**src/rtl/multi_edge_counter.sv**
```systemverilog
// multi_edge_counter: per-channel rise/fall/both edge counters with an atomic valid/ready snapshot.
// Define MULTI_EDGE_COUNTER_OVFL_EN to add sticky per-channel overflow flags (ovfl, snap_ovfl).
module multi_edge_counter #(
  parameter int NUM_CH        = 4,
  parameter int WIDTH         = 16,
  parameter int SATURATE      = 0,
  parameter int CLEAR_ON_SNAP = 0
) (
  input  logic                      clk,
  input  logic                      reset,
  input  logic [NUM_CH-1:0]         signal,
  input  logic [2*NUM_CH-1:0]       mode,
  input  logic                      clear,
  input  logic                      snap_req,
  output logic                      snap_valid,
  input  logic                      snap_ready,
  output logic [NUM_CH*WIDTH-1:0]   snap_data,
`ifdef MULTI_EDGE_COUNTER_OVFL_EN
  output logic [NUM_CH*WIDTH-1:0]   count,
  output logic [NUM_CH-1:0]         ovfl,
  output logic [NUM_CH-1:0]         snap_ovfl
`else
  output logic [NUM_CH*WIDTH-1:0]   count
`endif
);
  typedef enum logic {IDLE, HOLD} state_t;
  localparam logic [WIDTH-1:0] MAX = '1;
  state_t state_q, state_d;
  logic [NUM_CH*WIDTH-1:0] count_q, count_d, snap_data_q, snap_data_d;
  logic [NUM_CH-1:0] prev_q, inc, at_max;
  logic primed_q, accept;
  assign accept = state_q == IDLE && snap_req;
  always_comb begin
    inc = '0;
    at_max = '0;
    for (int i = 0; i < NUM_CH; i++) begin
      inc[i] = primed_q & ((mode[2*i] & ~prev_q[i] & signal[i]) | (mode[2*i+1] & prev_q[i] & ~signal[i]));
      at_max[i] = count_q[i*WIDTH +: WIDTH] == MAX;
    end
  end
  // clear beats a snapshot restart, which beats the normal increment
  always_comb begin
    count_d = count_q;
    for (int i = 0; i < NUM_CH; i++)
      count_d[i*WIDTH +: WIDTH] = clear ? '0
        : (accept && CLEAR_ON_SNAP != 0) ? {{(WIDTH-1){1'b0}}, inc[i]}
        : (inc[i] && !(at_max[i] && SATURATE != 0)) ? count_q[i*WIDTH +: WIDTH] + 1'b1
        : count_q[i*WIDTH +: WIDTH];
  end
  always_comb begin
    state_d = accept ? HOLD : (state_q == HOLD && snap_ready) ? IDLE : state_q;
    snap_data_d = accept ? count_q : snap_data_q;
  end
  always_ff @(posedge clk) begin
    if (!reset) begin
      state_q     <= IDLE;
      count_q     <= '0;
      snap_data_q <= '0;
      prev_q      <= '0;
      primed_q    <= 1'b0;
    end else begin
      state_q     <= state_d;
      count_q     <= count_d;
      snap_data_q <= snap_data_d;
      prev_q      <= signal;
      primed_q    <= 1'b1;
    end
  end
  assign snap_valid = state_q == HOLD;
  assign snap_data  = snap_data_q;
  assign count      = count_q;
`ifdef MULTI_EDGE_COUNTER_OVFL_EN
  logic [NUM_CH-1:0] ovfl_q, ovfl_d, snap_ovfl_q, snap_ovfl_d;
  always_comb begin
    ovfl_d = (clear || (accept && CLEAR_ON_SNAP != 0)) ? '0 : ovfl_q | (inc & at_max);
    snap_ovfl_d = accept ? ovfl_q : snap_ovfl_q;
  end
  always_ff @(posedge clk) begin
    if (!reset) begin
      ovfl_q      <= '0;
      snap_ovfl_q <= '0;
    end else begin
      ovfl_q      <= ovfl_d;
      snap_ovfl_q <= snap_ovfl_d;
    end
  end
  assign ovfl      = ovfl_q;
  assign snap_ovfl = snap_ovfl_q;
`endif
endmodule

```
**config.mk**
```make
export PLATFORM = sky130hd
export DESIGN_NAME = multi_edge_counter
export DESIGN_NICKNAME = d
export VERILOG_FILES = /design/src/rtl/multi_edge_counter.sv
export SDC_FILE = /design/constraint.sdc
export NUM_CORES = 1
export LEC_CHECK = 0
export ABC_AREA = 1
export CAP_MARGIN = 25
export CELL_PAD_IN_SITES_DETAIL_PLACEMENT = 1
export CELL_PAD_IN_SITES_GLOBAL_PLACEMENT = 2
export CORE_ASPECT_RATIO = 0.8
export CORE_MARGIN = 4
export CORE_UTILIZATION = 26
export DETAILED_ROUTE_END_ITERATION = 6
export GPL_TIMING_DRIVEN = 0
export PLACE_DENSITY_LB_ADDON = 0.1
export SYNTH_ARGS = -nofsm -noshare
export SYNTH_HDL_FRONTEND = slang
export SYNTH_SLANG_ARGS = --single-unit
```
**constraint.sdc**
```tcl
create_clock -name clk -period 1.9 [get_ports clk]
set_clock_uncertainty 0.1 [all_clocks]
set_input_delay 0.475 -clock clk [delete_from_list [all_inputs] [get_ports clk]]
set_output_delay 0.475 -clock clk [all_outputs]
set_load 0.005 [all_outputs]
```
==> run_results.csv, run 1 <==
group,metric,value,unit
hold_path,worstHoldStart,"reset",
die,io_pins,146,
die,start_util,0.2651,
clock_tree,cts_root_buf,"clkbuf_16",
grt,grt_pass1_wl,33.60,mm
run,drv_cap,0,
grt,grt_usage,0.1806,
hold_path,hold_path_depth,1,
die,dieArea,23570,um2
critical_path,cp.arrival,1.29,ns
grt,grt-busiest-layer,"met2",
timing,timing.final.crit_share,0.9802,
timing,relSlewSlack,0.5538,
critical_path,regToRegEndpoint,"count[46]",
synth,synthMostInstantiatedCell,"nor2_1",
grt,grtUsageMet1,0.2440,
critical_path,cp_slowest_stage_delay,0.50,ns
clock_tree,cts.sinks,134,
synth,synth_top_area_cell,"dfxtp_1",
clock_tree,clkSlewWorstSetupHoldPaths,0.06,ns
clock_tree,cts_buffer_depth,2,
layout,fill_cells,2541,
die,rows,47,
grt,grt_max_degree,17,
synth,ys_types,21,
grt,grt_antenna_before_repair,0,
layout,syn2layout_area_growth,49.14,%
critical_path,path_buf_inv,1,
critical_path,reg2regPathDepth,8,
timing,finalSetupViolations,0,
timing,tightest_slew,0.6694,ns
synth,synth_nets,805,
die,die_y,138.1,um
pwr,p_leak,0.003769,uW
synth,synthArstFlopShare,0,
critical_path,worst-r2r-setup-slack,0.18,ns
synth,synth-edff-count,0,
drt,drt-vias-per-instance,4.656,
pwr,ir_drop,0.4780,mV
hold_path,min_to,"primed_q",
synth,ys.flop_type,"dfxtp_1",
hold_path,hold_class,"in -> reg",
die,core,20760,um2
critical_path,path_delay_family,"buffers and inverters",
run_status,status,"completed",
synth,ys_warn_count,0,
drt,drtAntennaViolNets,0,
synth,synth_area_leaders,"dfxtp_1 49%, nor2_1 11%, nand2_1 9.0%",
pwr,p_per_area,855.5,nW/um2
layout,drive_gt1_frac,0.1396,
critical_path,cp.required,1.32,ns
critical_path,critPathMaxFanout,2,
drt,wl_per_cell,17.16,um
synth,netlist_top_cells_count,"163 x nor2_1, 134 x dfxtp_1, 132 x nand2_1, 81 x o21ai_0, 80 x inv_1",
synth,syn_area_per_cell,7.019,um2
placement,dp_hpwl,15.54,mm
timing,fmax,536.9,MHz
critical_path,cp_slowest_cell,"clkdlybuf4s50_1",
drt,drc,0,
grt,grt_pass1_vias,6050,
synth,ys_seq_area_frac,0.4875,
layout,nNetsFinal,975,
clock_tree,cts_made_buffers,17,
timing,slew_violations,0,
synth,synth_area,5503,um2
critical_path,start_kind,"flop",
critical_path,worst-setup-path-type,"reg -> out",
placement,portBuffers,145,
synth,synth_top_area_share,0.4875,
clock_tree,cts.htree.levels,4,
grt,overflow,0,
drt,vias,5755,
die,die_w,170.7,um
critical_path,crit_chain,"clkdlybuf4s50_1",
drt,firstDrtPassIters,4,
drt,finalWirelength,21.22,mm
timing,finalCriticalPeriod,1.862,ns
layout,utilization,0.3953,
grt,met3_usage,0.04795,
layout,antenna_cells,0,
critical_path,timing.rr.start,"count[33]",
synth,syn_inst,784,
pwr,p_total,7021,uW
synth,ys_ff_latch,134,
grt,grt_use_met2,0.2922,
timing,grt_setup_unrepaired,"true",
clock_tree,insertion_delay,0.42,ns
timing,hold_violations,0,
critical_path,critPathCaptureType,"output port",
clock_tree,tritoncts,"done",
drt,first_iter_violations,245,
placement,gp_congestion,0.7686,
critical_path,critical_path_depth,1,
## final cells by class
cell class,instances,area (um2),share of cell area
plain buffers,30,146.4,0.01784
clock buffers,23,488.0,0.05946
clock inverters,9,122.6,0.01494
inverters,81,305.3,0.03720
multi-input cells,539,2412,0.2939
flip-flops and latches,134,2854,0.3478
well taps,269,336.6,0.04101
repair buffers,151,1541,0.1878
## cells by family after synthesis
family	Yosys count	synth area share
flops	134	0.4875
fa+ha+maj	4	0.009095
compound gates	154	0.1401
buf+inv	111	0.07776
simple gates	381	0.2856
## how the worst max path moves through the flow
stage	start	endpoint
4_1_cts	count[61]	count[61]
5_1_grt	signal[1]	count[29]
3_3_place_gp	reset	count[41]
3_5_place_dp	reset	count[57]
6_report	count[56]	count[56]
2_1_floorplan	count[33]	count[42]
## per-stage QoR
step | instances | setup TNS [ns] | hold WS [ns] | worst slack, ns | cell area, um2
2_1_floorplan | 784 | 0 | 0.3810 | 0.3578 | 5503
3_3_place_gp | 1198 | -56.71 | 0.3807 | -0.7135 | 7291
5_1_grt | 1236 | -0.2146 | 0.2349 | -0.04678 | 8207
3_5_place_dp | 1198 | -63.78 | 0.3975 | -0.8144 | 7291
4_1_cts | 1234 | 0 | 0.4054 | 0.001144 | 8064
6_report | 1236 | 0 | 0.2507 | 0.03762 | 8207
## where the power goes
part | switching [uW] | total, uW | internal [uW] | leakage [uW]
registers | 66.1 | 2940 | 2870 | 0.00114
logic | 331 | 611 | 280 | 0.00233
clock network | 1280 | 3470 | 2190 | 0.000303
total | 1670 | 7020 | 5350 | 0.00377
## placed cells by master (no fill, tap or decap)
cell type | Yosys | final
inv_1 | 80 | 80
ha_1 | 4 | 4
a21oi_1 | 68 | 68
clkinvlp_4 | 0 | 1
buf_4 | 0 | 6
nor2_1 | 163 | 159
o21ai_1 | 5 | 5
dlymetal6s2s_1 | 0 | 33
clkinv_2 | 0 | 6
nand2_1 | 132 | 132
clkbuf_8 | 0 | 4
nor3_1 | 23 | 23
nand3b_1 | 1 | 1
buf_2 | 9 | 9
nand4_1 | 4 | 4
nor2_2 | 5 | 7
o21ai_0 | 81 | 81
clkbuf_4 | 0 | 3
dfxtp_4 | 0 | 35
dfxtp_2 | 0 | 32
and3_1 | 3 | 3
clkdlybuf4s50_1 | 0 | 82
and2_1 | 1 | 1
dlygate4sd2_1 | 0 | 30
bufinv_16 | 0 | 3
clkbuf_1 | 20 | 11
nand3_2 | 1 | 1
dfxtp_1 | 134 | 67
nand3_1 | 44 | 44
clkbuf_16 | 0 | 17
nor2_4 | 0 | 2
clkbuf_2 | 0 | 9
nor3b_1 | 4 | 4
## per-layer routing
metal  vias to the layer above  part of all wire
met2                       116              0.46
met3                        18             0.046
met4                         0            0.0098
met1                      2761              0.49
li1                       2860                 -
met5                         -                 0
## timing repair
| item | in CTS | in global routing |
|---|---|---|
| setup buffers | 4 | 2 |
| endpoints found under the setup margin | 150 | 92 |
| gates resized for setup | 132 | 62 |
| hold buffers | 0 | 0 |
## state kept, by name, indices dropped and copies added (netlist names)
signal	count
primed_q	1
count	64
snap_data	64
snap_valid	1
prev_q	4
Note: power is estimated with default switching activity, not from simulation.
==> run 2: changes to the inputs <==
--- a/config.mk
+++ b/config.mk
@@ -12,6 +12,7 @@
 export CORE_ASPECT_RATIO = 0.8
 export CORE_MARGIN = 4
 export CORE_UTILIZATION = 26
+export CTS_CLUSTER_SIZE = 14
 export DETAILED_ROUTE_END_ITERATION = 6
 export GPL_TIMING_DRIVEN = 0
 export PLACE_DENSITY_LB_ADDON = 0.1
==> results of run 2 <==
No change in the layout: final DEF, timing and power equal those of run 1.
==> run 3: changes to the inputs <==
--- a/config.mk
+++ b/config.mk
@@ -16,6 +16,7 @@
 export DETAILED_ROUTE_END_ITERATION = 6
 export GPL_TIMING_DRIVEN = 0
 export PLACE_DENSITY_LB_ADDON = 0.1
+export SETUP_SLACK_MARGIN = 0.5
 export SYNTH_ARGS = -nofsm -noshare
 export SYNTH_HDL_FRONTEND = slang
 export SYNTH_SLANG_ARGS = --single-unit
==> run 3 against run 2 <==
Compared with the run above:
- sequential cell count unchanged
- first-iteration DRC count down 2.4%
- sequential power about the same
- via count up 9.9%
- global-route usage up 1.8 points
- critical endpoint is now count[49]
- register-to-register slack better by 0.26 ns
- fmax up 24%
- sequential share of layout area down 5.6 points
- hold slack worse by 0.11 ns
- clock power down 6.6%
- critical path type unchanged
- largest cell class is now multi-input combinational cells
- die area unchanged
==> run_results.csv, run 3 (synthesis gave the netlist of run 1 again) <==
group,metric,value,unit
pwr,p_leak,0.004244,uW
critical_path,reg2regPathDepth,8,
clock_tree,cts_buffer_depth,2,
drt,firstDrtPassIters,4,
layout,drive_gt1_frac,0.5592,
die,die_y,138.1,um
clock_tree,cts.sinks,134,
die,die_w,170.7,um
clock_tree,tritoncts,"done",
critical_path,critPathCaptureType,"output port",
pwr,ir_drop,0.4739,mV
placement,portBuffers,145,
grt,grt_max_degree,17,
critical_path,cp_slowest_stage_delay,0.40,ns
clock_tree,insertion_delay,0.43,ns
hold_path,hold_path_depth,1,
pwr,power.switching,1831,uW
critical_path,start_kind,"flop",
critical_path,critPathMaxFanout,5,
drt,vias,6323,
layout,antenna_cells,0,
critical_path,cp.required,1.32,ns
grt,grt_pass1_wl,36.42,mm
hold_path,hold_class,"in -> reg",
critical_path,worst-setup-path-type,"reg -> out",
drt,drt-vias-per-instance,4.712,
critical_path,cp.arrival,0.92,ns
critical_path,worst-r2r-setup-slack,0.44,ns
timing,slew_violations,0,
clock_tree,clkSlewWorstSetupHoldPaths,0.06,ns
timing,tightest_slew,0.6297,ns
pwr,pwr-share-comb,0.120,
layout,final_common_cell,"buf_6",
timing,relSlewSlack,0.5802,
hold_path,min_to,"primed_q",
run_status,status,"completed",
die,io_pins,146,
layout,multi_input_area,3239,um2
timing,grt_setup_unrepaired,"true",
drt,finalWirelength,24.22,mm
layout,nNetsFinal,1081,
pwr,p_per_area,691.0,nW/um2
placement,dp_hpwl,15.65,mm
grt,overflow,0,
grt,grt_pass1_vias,6538,
timing,fmax,668.4,MHz
clock_tree,cts_made_buffers,17,
timing,setup-tns-final,0,ns
layout,final_cell_mix,"131 x buf_6, 114 x nor2_1, 101 x nand2_1",
timing,finalCriticalPeriod,1.496,ns
timing,hold_violations,0,
die,rows,47,
drt,wl_per_cell,18.05,um
layout,syn2layout_area_growth,85.18,%
layout,seq_area,2973,um2
drt,first_iter_violations,239,
pwr,intPower,5210,uW
layout,fill_cells,2431,
die,start_util,0.2651,
critical_path,cp_slowest_cell,"dfxtp_4",
die,dieArea,23570,um2
critical_path,timing.rr.start,"count[16]",
run,drv_cap,0,
pwr,p_seq_frac,0.420,
drt,drtAntennaViolNets,0,
critical_path,regToRegEndpoint,"count[30]",
placement,gp_congestion,0.7729,
pwr,clock_power_share,0.460,
critical_path,path_buf_inv,1,
pwr,p_sw_frac,0.2600,
clock_tree,cts_root_buf,"clkbuf_16",
hold_path,worstHoldStart,"reset",
clock_tree,cts.htree.levels,4,
drt,drc,0,
critical_path,path_delay_family,"flip-flops",
die,core,20760,um2
grt,grt_antenna_before_repair,0,
grt,grt_usage,0.1983,
timing,finalSetupViolations,0,
critical_path,crit_chain,"buf_6",
timing,timing.final.crit_share,0.7874,
pwr,p_total,7041,uW
run 3: cell types whose count changed in the layout (fill, tap and decap cells not counted), moves of 36 or more:
cell	before	now
dfxtp_1	67	0
dfxtp_2	32	85
nor2_4	2	38
clkdlybuf4s50_1	82	2
buf_6	0	131
buf_4	6	79
nor2_1	159	114
run 3: area by class of cell:
class | count | area share
Multi-Input combinational cell | 542 | 0.3179
Inverter | 81 | 0.03205
Tap cell | 269 | 0.03303
Buffer | 30 | 0.03463
Sequential cell | 134 | 0.2917
Timing Repair Buffer | 254 | 0.2351
Clock buffer | 18 | 0.04212
Clock inverter | 14 | 0.01338
run 3: routing by layer:
layer,global-route usage,part of all wire,vias up
met1,0.2645,0.46,3092
met4,0.05672,0.014,0
met5,0,0,-
met2,0.3182,0.48,112
met3,0.05080,0.041,30
li1,-,-,3089
run 3: metrics by stage:
stage                     hold WS (ns)  cells  cell area (um2)  utilization  setup slack (ns)
final                           0.1366   1342            10190       0.4909            0.4039
after global routing            0.1377   1342            10190       0.4909            0.3305
after CTS                       0.2710   1313             9000       0.4335            0.4002
after detailed placement        0.3952   1198             7313       0.3523           -0.6891
after global placement          0.3838   1198             7313       0.3523           -0.5964
after floorplan                 0.3810    784             5525            -            0.4577
run 3: power by group through the flow:
stage / Clock [uW] / Sequential [uW] / Combinational (uW)
2_1_floorplan: 0 / 3040 / 246
3_3_place_gp: 0 / 3040 / 601
3_5_place_dp: 0 / 3050 / 620
4_1_cts: 3310 / 2950 / 677
5_1_grt: 3460 / 2970 / 916
6_report: 3240 / 2960 / 842
run 3: timing repair:
item | CTS | global route
gates cloned | 8 | 2
pin swaps | 38 | 75
buffers inserted | 75 | 27
endpoints found under the setup margin | 262 | 253
hold buffers | 0 | 0
resized for setup | 901 | 256
run 3: how the worst max path moves through the flow:
| stage | startpoint | endpoint | cells past startpoint |
|---|---|---|---|
| 6_report | count[49] | count[49] | 1 |
| 5_1_grt | count[53] | count[54] | 8 |
| 4_1_cts | count[0] | count[0] | 1 |
| 3_5_place_dp | reset | count[61] | 6 |
| 3_3_place_gp | reset | snap_data[42] | 5 |
| 2_1_floorplan | mode[5] | count[47] | 8 |
